--- src/rtl/regfile_pkg.sv ---
// Shared constants and types for the multi-port register file.
package regfile_pkg;

  localparam int unsigned DEF_DATA_W = 32;
  localparam int unsigned DEF_ADDR_W = 5;
  localparam int unsigned REG_ZERO   = 0;

  typedef enum logic [1:0] {
    WP_NONE = 2'd0,
    WP_A    = 2'd1,
    WP_B    = 2'd2
  } wport_e;

endpackage

--- src/rtl/regfile_rd_port.sv ---
// One read port: write-to-read bypass selection and pending-hazard masking.
module regfile_rd_port
  import regfile_pkg::*;
#(
  parameter int DATA_W   = DEF_DATA_W,
  parameter int ADDR_W   = DEF_ADDR_W,
  parameter int BYPASS   = 1,
  parameter int ZERO_REG = 1
) (
  input  logic              i_rst,
  input  logic [ADDR_W-1:0] i_rd_addr,
  input  logic [DATA_W-1:0] i_stored,
  input  logic              i_pend,
  input  logic              i_wa_ok,
  input  logic [ADDR_W-1:0] i_wa_addr,
  input  logic [DATA_W-1:0] i_wa_data,
  input  logic              i_wb_ok,
  input  logic [ADDR_W-1:0] i_wb_addr,
  input  logic [DATA_W-1:0] i_wb_data,
  output logic [DATA_W-1:0] o_rd_data,
  output logic              o_rd_pending
);

  wport_e w_sel;
  logic   w_is_zero;

  always_comb begin
    w_sel = WP_NONE;
    if (BYPASS != 0) begin
      if (i_wb_ok && (i_wb_addr == i_rd_addr))
        w_sel = WP_B;
      else if (i_wa_ok && (i_wa_addr == i_rd_addr))
        w_sel = WP_A;
    end
  end

  assign w_is_zero = (ZERO_REG != 0) && (i_rd_addr == ADDR_W'(REG_ZERO));

  always_comb begin
    o_rd_data = i_stored;
    case (w_sel)
      WP_B:    o_rd_data = i_wb_data;
      WP_A:    o_rd_data = i_wa_data;
      default: o_rd_data = i_stored;
    endcase
    if (i_rst || w_is_zero)
      o_rd_data = '0;
  end

  // A value being forwarded this cycle already resolves the hazard.
  assign o_rd_pending = i_pend && (w_sel == WP_NONE) && !w_is_zero && !i_rst;

endmodule

--- src/rtl/regfile_mp.sv ---
// Multi-port register file with two write ports, optional bypass and a
// per-register pending scoreboard for decode hazard detection.
module regfile_mp
  import regfile_pkg::*;
#(
  parameter int DATA_W   = DEF_DATA_W,
  parameter int ADDR_W   = DEF_ADDR_W,
  parameter int N_RD     = 2,
  parameter int BYPASS   = 1,
  parameter int ZERO_REG = 1
) (
  input  logic                     clk,
  input  logic                     rst,
  input  logic [N_RD*ADDR_W-1:0]   rd_addr,
  output logic [N_RD*DATA_W-1:0]   rd_data,
  output logic [N_RD-1:0]          rd_pending,
  input  logic                     wa_en,
  input  logic [ADDR_W-1:0]        wa_addr,
  input  logic [DATA_W-1:0]        wa_data,
  input  logic                     wb_en,
  input  logic [ADDR_W-1:0]        wb_addr,
  input  logic [DATA_W-1:0]        wb_data,
  input  logic                     iss_en,
  input  logic [ADDR_W-1:0]        iss_addr,
  output logic                     pend_any
);

  localparam int unsigned DEPTH = 1 << ADDR_W;

  logic [DATA_W-1:0] r_regs [DEPTH];
  logic [DEPTH-1:0]  r_pend;

  logic w_wa_ok;
  logic w_wb_ok;
  logic w_iss_ok;

  assign w_wa_ok  = wa_en  && !((ZERO_REG != 0) && (wa_addr  == ADDR_W'(REG_ZERO)));
  assign w_wb_ok  = wb_en  && !((ZERO_REG != 0) && (wb_addr  == ADDR_W'(REG_ZERO)));
  assign w_iss_ok = iss_en && !((ZERO_REG != 0) && (iss_addr == ADDR_W'(REG_ZERO)));

  // Port B is assigned last so it wins an address collision with port A.
  always_ff @(posedge clk or posedge rst) begin
    if (rst) begin
      for (int unsigned i = 0; i < DEPTH; i++)
        r_regs[i] <= '0;
    end else begin
      if (w_wa_ok)
        r_regs[wa_addr] <= wa_data;
      if (w_wb_ok)
        r_regs[wb_addr] <= wb_data;
    end
  end

  // Issue is assigned after the writeback clears: the younger owner keeps the bit.
  always_ff @(posedge clk or posedge rst) begin
    if (rst) begin
      r_pend <= '0;
    end else begin
      if (w_wa_ok)
        r_pend[wa_addr] <= 1'b0;
      if (w_wb_ok)
        r_pend[wb_addr] <= 1'b0;
      if (w_iss_ok)
        r_pend[iss_addr] <= 1'b1;
    end
  end

  assign pend_any = |r_pend;

  for (genvar g = 0; g < N_RD; g++) begin : g_rd
    logic [ADDR_W-1:0] w_addr;
    assign w_addr = rd_addr[g*ADDR_W +: ADDR_W];

    regfile_rd_port #(
      .DATA_W   (DATA_W),
      .ADDR_W   (ADDR_W),
      .BYPASS   (BYPASS),
      .ZERO_REG (ZERO_REG)
    ) u_rd_port (
      .i_rst        (rst),
      .i_rd_addr    (w_addr),
      .i_stored     (r_regs[w_addr]),
      .i_pend       (r_pend[w_addr]),
      .i_wa_ok      (w_wa_ok),
      .i_wa_addr    (wa_addr),
      .i_wa_data    (wa_data),
      .i_wb_ok      (w_wb_ok),
      .i_wb_addr    (wb_addr),
      .i_wb_data    (wb_data),
      .o_rd_data    (rd_data[g*DATA_W +: DATA_W]),
      .o_rd_pending (rd_pending[g])
    );
  end

endmodule

--- config.mk ---
export PLATFORM = sky130hd
export DESIGN_NAME = regfile_mp
export DESIGN_NICKNAME = d
export VERILOG_FILES = /design/src/rtl/regfile_pkg.sv /design/src/rtl/regfile_rd_port.sv /design/src/rtl/regfile_mp.sv
export SDC_FILE = /design/constraint.sdc
export NUM_CORES = 2
export LEC_CHECK = 0
export CORE_ASPECT_RATIO = 0.8
export CORE_MARGIN = 2
export CORE_UTILIZATION = 55
export CTS_CLUSTER_SIZE = 25
export DETAILED_ROUTE_END_ITERATION = 7
export PLACE_DENSITY = 0.75
export SLEW_MARGIN = 20
export SYNTH_ARGS = -nofsm -noshare
export SYNTH_HDL_FRONTEND = slang
export SYNTH_SLANG_ARGS = --single-unit
--- constraint.sdc ---
create_clock -name clk -period 38.9 [get_ports clk]
set_input_delay 5.835 -clock clk [delete_from_list [all_inputs] [get_ports clk]]
set_output_delay 5.835 -clock clk [all_outputs]
set_load 0.05 [all_outputs]
==> metrics.txt <==
Die Y 316 um; Async SR Flop Fraction 100%; Pre-antenna DRT Iters 8; CP max FO 85; Top Usage Layer GRT met2; clk buf depth 3; setup ws final 21.40 ns; CTS Buf Count 112; first-pass GRT wire length 380 mm; Detailed Route WL 264 mm; Max Cap Viol 0; final setup TNS 0 ns; Reg clk slew, reported paths 0.06 ns; Worst EP required 33.07 ns; fin nets 6,102; peak supply drop 0.0431 mV; share of layout cells above drive strength 1 17.2%; synth warn 0; Post-CTS Setup Inserts 0; via count 57,300; met3 Track Usage GR 22.0%; Pwr per Cell Area 51.7 nW/um^2; hpwl dp 152 mm; Non-Filler Instances 7,742; Worst-Skew Late Latency 0.77 ns; RSZ-0062 raised after global routing false; register area share after synthesis 39.4%; grt total ovfl 0; Crit-path slowest cell or3_2; Endpoint, Worst Hold r_regs[1014]; R2R Path End r_regs[985]; Worst-Margin Slew 1.27 ns; Leak 29.7 nW; Die ar. 125,000 um^2; Starting Density 55.5%; R2R depth 3; Hold Path Class reg -> reg; Synth Area in Adders 0%; CP Launch Type primary input; M2 GR Usage 56.4%; max_slew headroom 15.2%; I/O pin count 161; GP Congestion 0.995; WP data arrival 11.66 ns; Post-synth EDFFs 0; max-slew violation count 0; worst hold stages 0; Mapped Area 67,100 um^2; Mapped Cells 6,420; worst setup path start rd_addr[6]; period utilisation layout 45.0%; area grow syn2layout 8.84%; clock sink count 1,056; CP delay by family, top buffers and inverters; multiplexer share of the synthesized area 32.3%; crit-path max cell delay 1.08 ns; Iter 0 DRT Violations 10,900; Root Driver clkbuf_16; DR DRC count 9; Via density 7.41; setup slack on the worst flop-to-flop path 37.96 ns; hold_buf cts 0; XOR/XNOR share of the synthesized area 0.261%; vias in the first global route 54,900; largest family of logic cells by synthesized area multiplexers; average cell area after synthesis 10.5 um^2; Core Area 121,000 um^2; PostCTS Resize Cnt 0; Total GRT Usage 41.9%; hold slack 0.398 ns; Final Hold Viols 0; min Tclk post-route 17.50 ns; Port-buffer cells 160; flops & latches, synth 1,056; kind of critical path in -> out; final clock skew 0 ns; Synth Area in Simple Gates 9.46%; Post-Synthesis Net Count 6,514; htree depth 3; crit path cell chain buf_8 > buf_12 > xnor2_1 > nand2_2 > or3_2 > nand3b_1 > buf_4 > o221a_1 > clkdlybuf4s50_1; failing checks DRC; dpl ws 21.51 ns; Post-DRT Antenna Nets 0; count of buffer and inverter cells on the critical path 4; antenna violations before repair 26; HP Start r_regs[1014]; compound-gate portion of the synthesized area 13.1%; Synth Flop Type dfrtp_1; FF-to-FF Start r_regs[985]; wire length per cell 34.1 um; synth unique cells 60; CTS tree built; setup violators final 0; placed cell count 7,515; outcome complete, but fails checks; Die Wd 394 um; row count 114; largest net degree at the start of global routing 145; met1 Use GR 53.5%; CP Capture Type output port; max frequency 57.2 MHz
synth_stat cells, types with 42 or more instances:
cell      number  area (um^2)
mux2i_1      835         8360
a21oi_1      494         2470
nor2b_1       66          413
clkbuf_1     567         2130
dfrtp_1     1056        26400
nor2_1       518         1940
o21ai_1       45          225
o21ai_0      571         2860
o221a_1       62          698
nand2_1      795         2980
buf_1         85          319
mux4_2       588        13200
nor4_1        42          263
a31oi_1       92          576
buf_2        145          726
a211oi_1      62          465
logic make-up (layout without fill, tap and decap cells):
family / after synthesis / in the layout
compound gates: 1500 / 1500
xor+xnor: 20 / 20
buf+inv: 885 / 569
flops: 1056 / 1056
mux: 1427 / 1427
other cells: 0 / 14
simple gates: 1532 / 1532
worst max-delay path by stage:
stage / to / cells after the start / slack [ns]
2_1_floorplan: rd_data[48] / 4 / 0.33
3_5_place_dp: rd_data[58] / 9 / 21.51
5_1_grt: rd_data[58] / 9 / 21.49
3_3_place_gp: rd_data[40] / 9 / 21.71
4_1_cts: rd_data[40] / 9 / 21.48
6_report: rd_data[58] / 9 / 21.40
metrics by stage:
stage	area [um^2]	util (%)	total power, mW
6_report	73000	60.4	3.78
2_1_floorplan	67100	-	2.28
4_1_cts	72900	60.3	3.73
5_1_grt	73000	60.4	3.90
3_3_place_gp	69000	57.0	2.52
3_5_place_dp	69000	57.0	2.58
flip-flops by register name, summed over array words and instances, names as in the netlist:
register  count
r_regs     1024
r_pend       32
cell type report:
class | instances | area [um^2]
Antenna cell | 14 | 35.0
Inverter | 41 | 166
Multi-Input combinational cell | 4479 | 37500
Clock buffer | 159 | 3350
Clock inverter | 51 | 591
Tap cell | 1624 | 2030
Timing Repair Buffer | 318 | 2880
Fill cell | 9485 | 47900
Sequential cell | 1056 | 26400
power breakdown:
group	internal, mW	total [mW]	switching (mW)
logic	0.511	0.996	0.484
clock network	0.672	1.17	0.496
registers	1.38	1.61	0.236
total	2.56	3.78	1.22
layer usage:
layer	vias to the layer above	part of all wire, %
li1	22700	-
met1	28100	34
met2	5254	40
met3	1277	18
met4	28	7.2
met5	-	0.11
cell usage in the layout, fill, tap and decap left out, types with 7 or more instances in the layout:
cell / n
and3_1: 7
bufinv_16: 11
o21ai_1: 44
xnor2_1: 14
nand2_1: 773
clkinvlp_4: 11
nand3b_1: 7
a22o_1: 7
mux4_2: 588
nor2_4: 31
clkdlybuf4s50_1: 150
nor3_1: 18
a21oi_1: 493
o21ai_0: 571
a211oi_1: 62
o221a_1: 62
clkbuf_1: 14
o41ai_1: 31
clkinv_2: 23
a31oi_1: 92
inv_1: 39
nor2_1: 490
a32o_1: 17
diode_2: 14
mux2i_1: 835
buf_4: 151
a22oi_1: 16
nor2b_1: 66
a32oi_1: 41
a311oi_1: 31
a2bb2oi_1: 16
nand2_4: 13
clkbuf_16: 116
and2_1: 8
nor4_1: 42
clkbuf_8: 29
dfrtp_1: 1056
No activity file was read; power rests on OpenSTA's default activity.
